[src/rtl/load_ext_stage_if.sv]
// Handshake bundle for load_ext_stage: one input beat channel and one result channel.
interface load_ext_stage_if #(
    parameter int unsigned DATA_W = 32,
    parameter int unsigned TAG_W  = 5
);
    localparam int unsigned OFF_W = $clog2(DATA_W / 8);

    logic              in_valid;
    logic              in_ready;
    logic [DATA_W-1:0] in_data;
    logic [OFF_W-1:0]  in_off;
    logic [1:0]        in_size;
    logic              in_sext;
    logic [TAG_W-1:0]  in_tag;

    logic              out_valid;
    logic              out_ready;
    logic [DATA_W-1:0] out_data;
    logic [TAG_W-1:0]  out_tag;
    logic              out_err;

    modport master (
        output in_valid, in_data, in_off, in_size, in_sext, in_tag, out_ready,
        input  in_ready, out_valid, out_data, out_tag, out_err
    );

    modport slave (
        input  in_valid, in_data, in_off, in_size, in_sext, in_tag, out_ready,
        output in_ready, out_valid, out_data, out_tag, out_err
    );
endinterface

[src/rtl/load_ext_stage.sv]
// Load data extractor/extender with a one-cycle main+skid output buffer.
// Optional misalignment check enabled by defining LOAD_EXT_MISALIGN_CHK_EN.
module load_ext_stage #(
    parameter int unsigned DATA_W = 32,
    parameter int unsigned TAG_W  = 5
) (
    input  logic            clk,
    input  logic            rst,
    load_ext_stage_if.slave bus
);
    localparam int unsigned OFF_W = $clog2(DATA_W / 8);

    typedef struct packed {
        logic [DATA_W-1:0] data;
        logic [TAG_W-1:0]  tag;
        logic              err;
    } beat_t;

    typedef enum logic [1:0] {
        EMPTY = 2'd0,
        ONE   = 2'd1,
        TWO   = 2'd2
    } state_e;

    state_e state_q, state_d;
    beat_t  main_q, main_d;
    beat_t  skid_q, skid_d;
    logic   in_ready_q, in_ready_d;
    logic   out_valid_q, out_valid_d;

    logic [1:0]        size_eff;
    logic [OFF_W-1:0]  size_mask;
    logic [OFF_W-1:0]  off_al;
    logic [DATA_W-1:0] shifted;
    logic [DATA_W-1:0] field_mask;
    logic [DATA_W-1:0] ext;
    logic              sign_bit;
    beat_t             new_beat;
    logic              in_fire;
    logic              out_fire;

    // Field extraction: align offset down to the access size, shift, mask, extend.
    always_comb begin
        size_eff = bus.in_size;
        if (DATA_W == 32 && bus.in_size == 2'b11) begin
            size_eff = 2'b10;
        end
        size_mask = OFF_W'((4'd1 << size_eff) - 4'd1);
        off_al    = bus.in_off & ~size_mask;
        shifted   = bus.in_data >> {off_al, 3'b000};

        field_mask = '1;
        sign_bit   = 1'b0;
        case (size_eff)
            2'b00: begin
                field_mask = DATA_W'(8'hFF);
                sign_bit   = shifted[7];
            end
            2'b01: begin
                field_mask = DATA_W'(16'hFFFF);
                sign_bit   = shifted[15];
            end
            2'b10: begin
                field_mask = DATA_W'(32'hFFFF_FFFF);
                sign_bit   = shifted[31];
            end
            default: begin
                field_mask = '1;
                sign_bit   = 1'b0;
            end
        endcase

        ext = (shifted & field_mask) | ((bus.in_sext && sign_bit) ? ~field_mask : '0);

        new_beat.tag = bus.in_tag;
`ifdef LOAD_EXT_MISALIGN_CHK_EN
        new_beat.err  = |(bus.in_off & size_mask);
        new_beat.data = new_beat.err ? '0 : ext;
`else
        new_beat.err  = 1'b0;
        new_beat.data = ext;
`endif
    end

    // Buffer control: main register feeds the output, skid absorbs one stalled beat.
    always_comb begin
        state_d = state_q;
        main_d  = main_q;
        skid_d  = skid_q;

        in_fire  = bus.in_valid && in_ready_q;
        out_fire = out_valid_q && bus.out_ready;

        case (state_q)
            EMPTY: begin
                if (in_fire) begin
                    main_d  = new_beat;
                    state_d = ONE;
                end
            end
            ONE: begin
                if (in_fire && out_fire) begin
                    main_d = new_beat;
                end else if (in_fire) begin
                    skid_d  = new_beat;
                    state_d = TWO;
                end else if (out_fire) begin
                    state_d = EMPTY;
                end
            end
            TWO: begin
                if (out_fire) begin
                    main_d  = skid_q;
                    state_d = ONE;
                end
            end
            default: state_d = EMPTY;
        endcase

        in_ready_d  = (state_d != TWO);
        out_valid_d = (state_d != EMPTY);
    end

    always_ff @(posedge clk or posedge rst) begin
        if (rst) begin
            state_q     <= EMPTY;
            main_q      <= '0;
            skid_q      <= '0;
            in_ready_q  <= 1'b0;
            out_valid_q <= 1'b0;
        end else begin
            state_q     <= state_d;
            main_q      <= main_d;
            skid_q      <= skid_d;
            in_ready_q  <= in_ready_d;
            out_valid_q <= out_valid_d;
        end
    end

    assign bus.in_ready  = in_ready_q;
    assign bus.out_valid = out_valid_q;
    assign bus.out_data  = main_q.data;
    assign bus.out_tag   = main_q.tag;
    assign bus.out_err   = main_q.err;
endmodule

[src/flat_wrapper.sv]
// flat-port wrapper written by rule: the top's interface ports become plain ports
module load_ext_stage_flat 
#(
    parameter int unsigned DATA_W = 32,
    parameter int unsigned TAG_W  = 5
)
  (clk, rst, bus_in_valid, bus_in_data, bus_in_off, bus_in_size, bus_in_sext, bus_in_tag, bus_out_ready, bus_in_ready, bus_out_valid, bus_out_data, bus_out_tag, bus_out_err);
  load_ext_stage_if #(.DATA_W(DATA_W), .TAG_W(TAG_W)) bus_i ();
  input  logic clk;
  input  logic rst;
  input wire logic [$bits(bus_i.in_valid)-1:0] bus_in_valid;
  input wire logic [$bits(bus_i.in_data)-1:0] bus_in_data;
  input wire logic [$bits(bus_i.in_off)-1:0] bus_in_off;
  input wire logic [$bits(bus_i.in_size)-1:0] bus_in_size;
  input wire logic [$bits(bus_i.in_sext)-1:0] bus_in_sext;
  input wire logic [$bits(bus_i.in_tag)-1:0] bus_in_tag;
  input wire logic [$bits(bus_i.out_ready)-1:0] bus_out_ready;
  output wire logic [$bits(bus_i.in_ready)-1:0] bus_in_ready;
  output wire logic [$bits(bus_i.out_valid)-1:0] bus_out_valid;
  output wire logic [$bits(bus_i.out_data)-1:0] bus_out_data;
  output wire logic [$bits(bus_i.out_tag)-1:0] bus_out_tag;
  output wire logic [$bits(bus_i.out_err)-1:0] bus_out_err;
  assign bus_i.in_valid = bus_in_valid;
  assign bus_i.in_data = bus_in_data;
  assign bus_i.in_off = bus_in_off;
  assign bus_i.in_size = bus_in_size;
  assign bus_i.in_sext = bus_in_sext;
  assign bus_i.in_tag = bus_in_tag;
  assign bus_i.out_ready = bus_out_ready;
  assign bus_in_ready = bus_i.in_ready;
  assign bus_out_valid = bus_i.out_valid;
  assign bus_out_data = bus_i.out_data;
  assign bus_out_tag = bus_i.out_tag;
  assign bus_out_err = bus_i.out_err;
  load_ext_stage #(.DATA_W(DATA_W), .TAG_W(TAG_W)) u_core (.clk(clk), .rst(rst), .bus(bus_i));
endmodule
[config.mk]
export PLATFORM = sky130hd
export DESIGN_NAME = load_ext_stage_flat
export DESIGN_NICKNAME = d
export VERILOG_FILES = /design/src/rtl/load_ext_stage_if.sv /design/src/rtl/load_ext_stage.sv /design/src/flat_wrapper.sv
export SDC_FILE = /design/constraint.sdc
export NUM_CORES = 1
export LEC_CHECK = 0
export CAP_MARGIN = 20
export CORE_ASPECT_RATIO = 0.6
export CORE_MARGIN = 4
export CORE_UTILIZATION = 45
export DETAILED_ROUTE_END_ITERATION = 10
export PLACE_DENSITY = 0.7
export SLEW_MARGIN = 40
export SYNTH_ARGS = -nofsm -noshare
export SYNTH_HDL_FRONTEND = slang
export SYNTH_SLANG_ARGS = --single-unit
[constraint.sdc]
create_clock -name clk -period 3.4 [get_ports clk]
set_input_delay 0.68 -clock clk [delete_from_list [all_inputs] [get_ports clk]]
set_output_delay 0.68 -clock clk [all_outputs]
set_load 0.05 [all_outputs]
==> qor.txt <==
outcome = finished, final reports clean
class of the most critical hold timing path = register to register
mean routed wirelength per cell = 18.37 um
detailed placement HPWL = 7897 um
Avg Synthesized Cell Area = 9.155 sq um
Post-Route Utilization = 63.74%
fraction of the mapped netlist area in compound gates = 23.72%
final clock period utilization by the worst path = 76.32%
number of core rows = 25
worst-case setup slack after placement = 0.4749 ns
Post-Syn Instances = 420
library cell with the largest summed area after synthesis = dfrtp_1
overall power of the completed layout = 5488 uW
Max Root-Sink Buffers = 2
Arrival @ worst endpoint = 2.84 ns
top fanout value on the critical path = 22
share of the synthesized area in the top cell type = 50.76%
DR vias/cell = 5.859
skew final = 0.005648 ns
CTS clk-pin slew, worst paths = 0.06 ns
synthesized-area fraction occupied by adder cells = 0%
net count after synthesis = 466
final-stage net count = 541
share of the synthesized netlist area taken by xor and xnor gates = 0.2278%
final critical-path setup slack = 0.8051 ns
height of the chip = 79.60 um
Resize count post-CTS = 0
Worst setup EP type = register
sequential fraction of the synthesis area = 50.76%
Post-CTS Setup Inserts = 0
ports placed on the boundary = 86
Pre-antenna DRT Iters = 5
dominant combinational cell family by area after synthesis = compound AO/OA/AOI/OAI gates
maximum number of pins on one net before global-route repair = 48
hold violation count in the final report = 0
depth of the CTS H-tree = 3
total number of yosys warnings = 0
CP Data Required Time = 3.64 ns
distinct cell type count of the synthesized netlist = 41
number of maximum-capacitance constraint violations = 0
Die Area = 10140 sq um
dominant synthesized flop cell = dfrtp_1
horizontal die dimension = 127.3 um
unrepaired setup endpoints after global routing = false
detailed-route via count = 3562
share of async-settable or async-resettable flops after synthesis = 100.0%
worst hold margin = 0.4792 ns
portion of netlist area occupied by mux cells = 2.213%
TritonCTS clock tree = done
Max Transition Viols Final = 0
Cell Area, Synth = 3845 sq um
Starting DRT DRC Count = 343
Port Buffers = 84
number of buffers added to fix hold violations after cts = 0
cell at the root of the clock tree = clkbuf_16
FMAX = 385.4 MHz
EDFF count, synth = 0
total wire length after detailed routing = 11170 um
final-layout setup total negative slack = 0 ns
worst-margin pin slew = 0.6006 ns
share of post-route cells with drive strength above 1 = 10.00%
simple logic cell fraction of the synthesized area = 18.19%
element type at the critical path start = input port
most common cell in the netlist = dfrtp_1
starting density of the core = 47.46%
number of sinks handled by clock tree synthesis = 78
remaining global-route overflow = 0
clock network latency to the later pin of the worst-skew pair = 0.34 ns
number of global-route vias before repair = 3484
clock buffers created by TritonCTS = 9
power density of the placed cells = 1063 nW/um^2
count of antenna diodes in the layout = 0
final number of setup-violating endpoints = 0
min Tclk post-route = 2.595 ns
antenna violations before repair = 0
global router's overall resource usage = 23.58%
critical path class = input port to register
max_slew headroom = 59.96%
gp weighted congestion = 0.8309
count of state elements after synthesis = 78
dominant cells by area after synthesis = dfrtp_1 51%, nand2_1 6.4%, nor2_1 6.1%
count of unresolved DRC violations after routing = 0
core footprint = 8102 sq um
Static Leak = 0.002179 uW
Area growth, synth to finish = 34.30%
leading cell types by count after synthesis = 78 x dfrtp_1, 66 x nand2_1, 62 x nor2_1
maximum vdd drop = 593.1 uV
antenna-violating nets left = 0
first-pass GRT wire length = 18450 um
through the flow:
stage                     area, sq um  std cells
after detailed placement         4810        592
final                            5164        608
after global placement           4810        592
after global routing             5164        608
after floorplan                  3845        420
after CTS                        5155        608
layout by cell type (no fill, tap or decap), drive strengths merged, types with 3 or more instances in the layout:
cell	n
clkdlybuf4s50	84
dfrtp	78
nand2	66
nor2	62
a21oi	41
a211oi	26
nor3	25
a31oi	13
o21ai	12
buf	12
inv	11
clkbuf	9
a22oi	8
mux2i	7
a221oi	7
a21o	7
a221o	7
bufinv	3
nand2b	3
nor2b	3
cell type report:
| type | count | area, sq um |
|---|---|---|
| Multi-Input combinational cell | 301 | 1727 |
| Clock buffer | 9 | 225.2 |
| Tap cell | 108 | 135.1 |
| Fill cell | 661 | 2938 |
| Sequential cell | 78 | 1952 |
| Timing Repair Buffer | 96 | 968.4 |
| Inverter | 9 | 36.28 |
| Clock inverter | 7 | 120.1 |
final timing paths:
kind / startpoint / endpoint / slack, ns / cells past startpoint
worst min-delay path: u_core.skid_q[2]$_DFFE_PP0P_ / u_core.skid_q[2]$_DFFE_PP0P_ / 0.48 / 2
max in group asynchronous: rst / u_core.bus.out_data[4]$_DFFE_PP0P_ / 2.03 / 3
worst max-delay path: bus_out_ready / u_core.bus.out_data[27]$_DFFE_PP0P_ / 0.81 / 7
worst min register to register: u_core.skid_q[2]$_DFFE_PP0P_ / u_core.skid_q[2]$_DFFE_PP0P_ / 0.48 / 2
worst max register to register: u_core.state_q[0]$_DFF_PP0_ / u_core.bus.out_data[27]$_DFFE_PP0P_ / 1.20 / 6
min in group asynchronous: rst / u_core.bus.out_data[26]$_DFFE_PP0P_ / 0.77 / 2
per-layer routing:
layer | track usage, % | routed length [um] | share of wire (%) | vias up
li1 | - | - | - | 1629
met1 | 33.75 | 5083 | 46 | 1750
met2 | 35.05 | 4872 | 44 | 165
met3 | 6.818 | 1017 | 9.1 | 18
met4 | 6.424 | 198 | 1.8 | 0
met5 | 0 | 0 | 0 | -
flip-flops by register name (all words and copies together), names as in the netlist:
register and cells:
u_core.skid_q 37, u_core.bus.out_data 32, u_core.bus.out_tag 5, u_core.state_q 2, u_core.bus.in_ready 1, u_core.bus.out_valid 1
logic make-up (layout without fill, tap and decap cells):
family                    Yosys count  in the layout
buffers and inverters              41            121
muxes                               8              8
other                               1              1
DFF                                78             78
and+or+nand+nor                   165            165
AOI/OAI and AO/OA                 126            126
xor gates and xnor gates            1              1
power by group:
group | total [uW] | switching [uW] | internal [uW]
Sequential | 1680 | 278 | 1400
Combinational | 2700 | 1750 | 946
Clock | 1110 | 389 | 721
worst max-delay path, stage by stage:
cell and delay [ns]:
clkdlybuf4s50_1 0.48, a21boi_1 0.29, or3_1 0.35, o21a_1 0.49, buf_12 0.24, nor3_1 0.06, a211oi_1 0.24
Note: power is estimated with default switching activity, not from simulation.
